## config.mk

```make
export PLATFORM = sky130hd
export DESIGN_NAME = grad_update_unit
export DESIGN_NICKNAME = d
export VERILOG_FILES = /design/src/rtl/gdu_pkg.sv /design/src/rtl/gdu_lane.sv /design/src/rtl/grad_update_unit.sv
export SDC_FILE = /design/constraint.sdc
export NUM_CORES = 2
export LEC_CHECK = 0
export CAP_MARGIN = 20
export CORE_ASPECT_RATIO = 1.2
export CORE_MARGIN = 10
export CORE_UTILIZATION = 45
export DETAILED_ROUTE_END_ITERATION = 8
export PLACE_DENSITY = 0.58
export REMOVE_ABC_BUFFERS = 1
export SETUP_SLACK_MARGIN = 0.15
export SLEW_MARGIN = 25
export SYNTH_ARGS = -nofsm -noshare
export SYNTH_HDL_FRONTEND = slang
export SYNTH_SLANG_ARGS = --single-unit
export TNS_END_PERCENT = 30
```

## constraint.sdc

```tcl
create_clock -name clk -period 9.7 [get_ports clk]
set_input_delay 0.97 -clock clk [delete_from_list [all_inputs] [get_ports clk]]
set_output_delay 0.97 -clock clk [all_outputs]
set_load 0.02 [all_outputs]
```

## src/rtl/gdu_pkg.sv

```systemverilog
// rtl/gdu_pkg.sv - shared defaults, saturation bounds and lane slicing for grad_update_unit
package gdu_pkg;

  localparam int GDU_LANES_DEF = 4;
  localparam int GDU_WIDTH_DEF = 16;
  localparam int GDU_FRAC_DEF  = 8;

  // Wide enough to hold a full WIDTH x WIDTH product for WIDTH up to 32.
  localparam int GDU_CALC_W    = 64;

  typedef logic signed [GDU_CALC_W-1:0] calc_t;

  function automatic calc_t sat_max(input int width);
    return (calc_t'(64'sd1) <<< (width - 1)) - calc_t'(64'sd1);
  endfunction

  function automatic calc_t sat_min(input int width);
    return -(calc_t'(64'sd1) <<< (width - 1));
  endfunction

  function automatic calc_t sat_clip(input calc_t x, input int width);
    calc_t hi;
    calc_t lo;
    hi = sat_max(width);
    lo = sat_min(width);
    if (x > hi) return hi;
    if (x < lo) return lo;
    return x;
  endfunction

  // Sign-extends the low 'width' bits of x to the full calculation width.
  function automatic calc_t sext(input calc_t x, input int width);
    return (x <<< (GDU_CALC_W - width)) >>> (GDU_CALC_W - width);
  endfunction

  function automatic int lane_lo(input int lane, input int width);
    return lane * width;
  endfunction

endpackage

```

## src/rtl/gdu_lane.sv

```systemverilog
// rtl/gdu_lane.sv - one update lane: scaled step, saturating subtract, optional velocity (GDU_MOMENTUM_EN)
module gdu_lane
  import gdu_pkg::*;
#(
  parameter int WIDTH = GDU_WIDTH_DEF,
  parameter int FRAC  = GDU_FRAC_DEF
) (
  input  logic             clk,
  input  logic             rst,
  input  logic             i_accept,
  input  logic             i_load_s2,
  input  logic             i_use_acc,
`ifdef GDU_MOMENTUM_EN
  input  logic             i_vel_clr,
  input  logic [WIDTH-1:0] i_beta,
`endif
  input  logic [WIDTH-1:0] i_lr,
  input  logic [WIDTH-1:0] i_grad,
  input  logic [WIDTH-1:0] i_value_old,
  output logic [WIDTH-1:0] o_value
);

  calc_t            w_grad;
  calc_t            w_lr;
  calc_t            w_grad_eff;
  calc_t            w_minuend;
  logic [WIDTH-1:0] w_step;
  logic [WIDTH-1:0] w_result;

  logic [WIDTH-1:0] r_step;
  logic [WIDTH-1:0] r_old;
  logic [WIDTH-1:0] r_value;

  assign w_grad = sext(calc_t'(i_grad), WIDTH);
  assign w_lr   = sext(calc_t'(i_lr), WIDTH);

`ifdef GDU_MOMENTUM_EN
  calc_t            w_beta;
  calc_t            w_vel_base;
  logic [WIDTH-1:0] w_vel_new;
  logic [WIDTH-1:0] r_vel;

  // A clear request zeroes the history before this beat's own gradient is folded in.
  assign w_beta     = sext(calc_t'(i_beta), WIDTH);
  assign w_vel_base = i_vel_clr ? '0 : sext(calc_t'(r_vel), WIDTH);
  assign w_vel_new  = WIDTH'(sat_clip(((w_beta * w_vel_base) >>> FRAC) + w_grad, WIDTH));
  assign w_grad_eff = sext(calc_t'(w_vel_new), WIDTH);

  always_ff @(posedge clk or posedge rst) begin
    if (rst) begin
      r_vel <= '0;
    end else if (i_accept) begin
      r_vel <= w_vel_new;
    end
  end
`else
  assign w_grad_eff = w_grad;
`endif

  assign w_step    = WIDTH'(sat_clip((w_grad_eff * w_lr) >>> FRAC, WIDTH));
  assign w_minuend = i_use_acc ? sext(calc_t'(r_value), WIDTH) : sext(calc_t'(r_old), WIDTH);
  assign w_result  = WIDTH'(sat_clip(w_minuend - sext(calc_t'(r_step), WIDTH), WIDTH));

  // r_value doubles as the bias accumulator, so a held output is also the running sum.
  always_ff @(posedge clk or posedge rst) begin
    if (rst) begin
      r_step  <= '0;
      r_old   <= '0;
      r_value <= '0;
    end else begin
      if (i_accept) begin
        r_step <= w_step;
        r_old  <= i_value_old;
      end
      if (i_load_s2) begin
        r_value <= w_result;
      end
    end
  end

  assign o_value = r_value;

endmodule

```

## src/rtl/grad_update_unit.sv

```systemverilog
// rtl/grad_update_unit.sv - two-stage multi-lane SGD update with bias accumulate; momentum under GDU_MOMENTUM_EN
module grad_update_unit
  import gdu_pkg::*;
#(
  parameter int LANES = GDU_LANES_DEF,
  parameter int WIDTH = GDU_WIDTH_DEF,
  parameter int FRAC  = GDU_FRAC_DEF
) (
  input  logic                   clk,
  input  logic                   rst,
  input  logic [WIDTH-1:0]       lr_in,
  input  logic [WIDTH-1:0]       beta_in,
  input  logic [LANES*WIDTH-1:0] value_old_in,
  input  logic [LANES*WIDTH-1:0] grad_in,
  input  logic                   bias_mode_in,
  input  logic                   first_in,
  input  logic                   vel_clr_in,
  input  logic                   in_valid,
  output logic                   in_ready,
  output logic [LANES*WIDTH-1:0] value_out,
  output logic                   out_valid,
  input  logic                   out_ready
);

  logic r_s1_valid;
  logic r_s1_bias;
  logic r_s1_first;
  logic r_out_valid;

  logic w_s2_en;
  logic w_accept;
  logic w_load_s2;
  logic w_use_acc;

  assign w_s2_en   = !r_out_valid || out_ready;
  assign in_ready  = !r_s1_valid || !r_out_valid || out_ready;
  assign w_accept  = in_valid && in_ready;
  assign w_load_s2 = w_s2_en && r_s1_valid;
  // Minuend choice is resolved in S2 so a following bias beat sees the fresh accumulator.
  assign w_use_acc = r_s1_bias && !r_s1_first;
  assign out_valid = r_out_valid;

  always_ff @(posedge clk or posedge rst) begin
    if (rst) begin
      r_s1_valid  <= 1'b0;
      r_s1_bias   <= 1'b0;
      r_s1_first  <= 1'b0;
      r_out_valid <= 1'b0;
    end else begin
      if (in_ready) begin
        r_s1_valid <= in_valid;
        if (in_valid) begin
          r_s1_bias  <= bias_mode_in;
          r_s1_first <= first_in;
        end
      end
      if (w_s2_en) begin
        r_out_valid <= r_s1_valid;
      end
    end
  end

`ifndef GDU_MOMENTUM_EN
  logic w_unused_cfg;
  assign w_unused_cfg = ^{beta_in, vel_clr_in};
`endif

  genvar g;
  generate
    for (g = 0; g < LANES; g++) begin : g_lane
      localparam int LO = lane_lo(g, WIDTH);
      gdu_lane #(
        .WIDTH(WIDTH),
        .FRAC (FRAC)
      ) u_lane (
        .clk        (clk),
        .rst        (rst),
        .i_accept   (w_accept),
        .i_load_s2  (w_load_s2),
        .i_use_acc  (w_use_acc),
`ifdef GDU_MOMENTUM_EN
        .i_vel_clr  (vel_clr_in),
        .i_beta     (beta_in),
`endif
        .i_lr       (lr_in),
        .i_grad     (grad_in[LO +: WIDTH]),
        .i_value_old(value_old_in[LO +: WIDTH]),
        .o_value    (value_out[LO +: WIDTH])
      );
    end
  endgenerate

endmodule

```

==> results.tsv <==
metric	value	unit
status	complete, no violations	
first-pass GRT wire length	231	mm
Worst EP required	10.04	ns
synthesized area per cell	8.99	um2
met2 usage	37.3	%
Placed Instances	7456	
max-slew violation count	0	
Setup Crit Path Kind	input pin to flip-flop	
fillers	11200	
Cell Area, Synth	52700	um2
Crit path arrival time	8.88	ns
Worst path slowest cell	clkdlybuf4s50_1	
Synthesis Warnings	0	
DR WL/cell	19.0	um
Seq/Total Area, Yosys	9.31	%
Clk pin slew, worst setup/hold paths	0.07	ns
residual DRC count	0	
DP Area	56600	um2
Global Route Usage Sum	22.0	%
CTS Root Cell	clkbuf_16	
cell repeated most along the worst path	fa_1	
Final GP Congestion	0.852	
Syn Inst Count	5857	
core area	116000	um2
Multi-input gate area	41500	um2
Critical Path End Type	flip-flop	
die width	332	um
Setup TNS	0	ns
postcts setup bufs	0	
area added between synthesis and finish	8.64	%
drt first pass iters	7	
Buf+Inv Stages, Crit Path	5	
gr busiest metal	met2	
layout cells sized above 1	4.26	%
fin crit share	88.1	%
CTS tree	yes	
crit-path max FO	16	
CP Launch Point	grad_in[11]	
io pins	233	
row cnt	137	
CP Launch Type	input pin	
Port Buffers	215	
Finished Core Util	49.2	%
fin area	57200	um2
CTS Buf Count	17	
Synth async-reset ratio	100	%
Final Hold Fails	0	
Max Buffers Root-to-Sink	2	
vias per cell	5.16	
Final Routed Wirelength	142	mm
Post-Layout Cell Count	7488	
full die area	131000	um2
register area	4900	um2
Vias	38600	
Yosys cell types	84	
RSZ-0062 raised after global routing	false	
H-tree depth	4	
clk sinks	196	
Rel. slew slack	27.6	%
f_max	117	MHz
Final #Nets	7613	
MaxCap Viol Count	0	
HPWL Detailed	115	mm
hold wc startpoint	g_lane[2].u_lane.r_old[4]	
largest stage delay on the critical path	0.86	ns
initial antenna violation count	5	
actual slew at the worst max-slew pin	1.08	ns
Seq cells post-synth	196	
Die Y	395	um
Final min period	8.55	ns
vias in the first global route	42000	
GRT met1 Usage	29.8	%
post-CTS resize count	0	
gr ovfl total	0	
# setup viols final	0	
hold crit path type	flip-flop to flip-flop	
CP top delay family	adder cells	
Initial Util	45.3	%
clk_lat worst skew	0.50	ns
reg-to-reg startpoint	r_s1_first	
pin count of the biggest net entering global routing	97	
clk_skew	0.0154	ns
Post-synth top flop	dfrtp_1	
remaining antenna violation count after routing	0	
cts-stage hold buffer count	0	
number of synthesized flops with an enable pin	0	
GR met3 Demand/Resource	3.20	%
DR iter-0 viols	1840	
## per-layer routing
metal | vias up | part of all wire, %
li1 | 17700 | -
met1 | 20000 | 45
met2 | 781 | 48
met3 | 120 | 4.9
met4 | 0 | 2.0
met5 | - | 0
## final timing paths
| kind | endpoint | slack (ns) | depth (start not counted) |
|---|---|---|---|
| worst max-delay path | g_lane[0].u_lane.r_step[4] | 1.15 | 25 |
| worst min-delay path | g_lane[2].u_lane.r_old[4] | 0.48 | 2 |
| worst max register to register | g_lane[2].u_lane.o_value[14] | 2.32 | 22 |
| worst min register to register | g_lane[2].u_lane.r_old[4] | 0.48 | 2 |
| max in group asynchronous | g_lane[2].u_lane.r_old[9] | 6.84 | 4 |
| min in group asynchronous | g_lane[1].u_lane.o_value[15] | 1.00 | 2 |
## state kept, by name, summed over array words and instances (netlist names)
name                   count
g_lane.u_lane.o_value     64
g_lane.u_lane.r_old       64
g_lane.u_lane.r_step      64
out_valid                  1
r_s1_bias                  1
r_s1_first                 1
r_s1_valid                 1
## metrics by stage
stage	hold slack, ns	setup slack [ns]
floorplan	0.438	0.439
global placement	0.456	0.767
detailed placement	0.458	0.690
CTS	0.481	1.20
global route	0.494	0.796
finish	0.476	1.15
## synth_stat cells, drive strengths merged, types with 29 or more instances
master / number / share of area, %
inv: 1408 / 10
fa: 1120 / 43
nand2: 805 / 5.7
and2: 478 / 5.7
ha: 380 / 9.0
clkbuf: 229 / 1.6
dfrtp: 196 / 9.3
nor2: 182 / 1.3
a21oi: 138 / 1.4
xnor2: 122 / 2.0
a21o: 83 / 1.2
o21ai: 69 / 0.68
mux2: 60 / 1.3
nand2b: 49 / 0.58
xor2: 42 / 0.70
nand3: 37 / 0.35
nand4: 37 / 0.44
o21bai: 36 / 0.53
a22oi: 31 / 0.44
a221o: 29 / 0.55
nor4: 29 / 0.34
## worst reg2reg max path: cells and delay by family (launching register included)
kind	cells	cell delay [ns]
buffers and inverters	2	0.44
muxes	1	0.29
adders and majority gates	3	1.08
and+or+nand+nor	4	1.42
DFF	1	0.41
AOI/OAI and AO/OA	12	3.58
## cell families after synthesis
kind of cell / after synthesis / synth area share, %
xor gates and xnor gates: 164 / 2.73
AOI/OAI and AO/OA: 514 / 6.84
adders and majority gates: 1500 / 51.6
DFF: 196 / 9.31
and+or+nand+nor: 1760 / 16.3
muxes: 64 / 1.36
buffers and inverters: 1659 / 11.9
## cells in the final DEF (no fill, tap or decap), types with 64 or more instances in the layout
cell type           n
nand2_1           804
a21o_1             83
o21ai_0            64
and2_1            476
xnor2_1           122
nor2_1            181
a21oi_1           135
clkdlybuf4s50_1   200
fa_1             1120
inv_1            1401
ha_1              380
dfrtp_1           196
buf_4              96
## area by class of cell
class	count	area share [%]
Inverter	1409	9.26
Timing Repair Buffer	320	5.23
Tap cell	1529	3.34
Sequential cell	196	8.57
Antenna cell	3	0.0131
Clock buffer	19	0.792
Multi-Input combinational cell	4002	72.6
Clock inverter	10	0.179
Power is left out: the tool's default activity adds up to more than one toggle a clock period on the data nets, which glitch-free logic cannot reach.
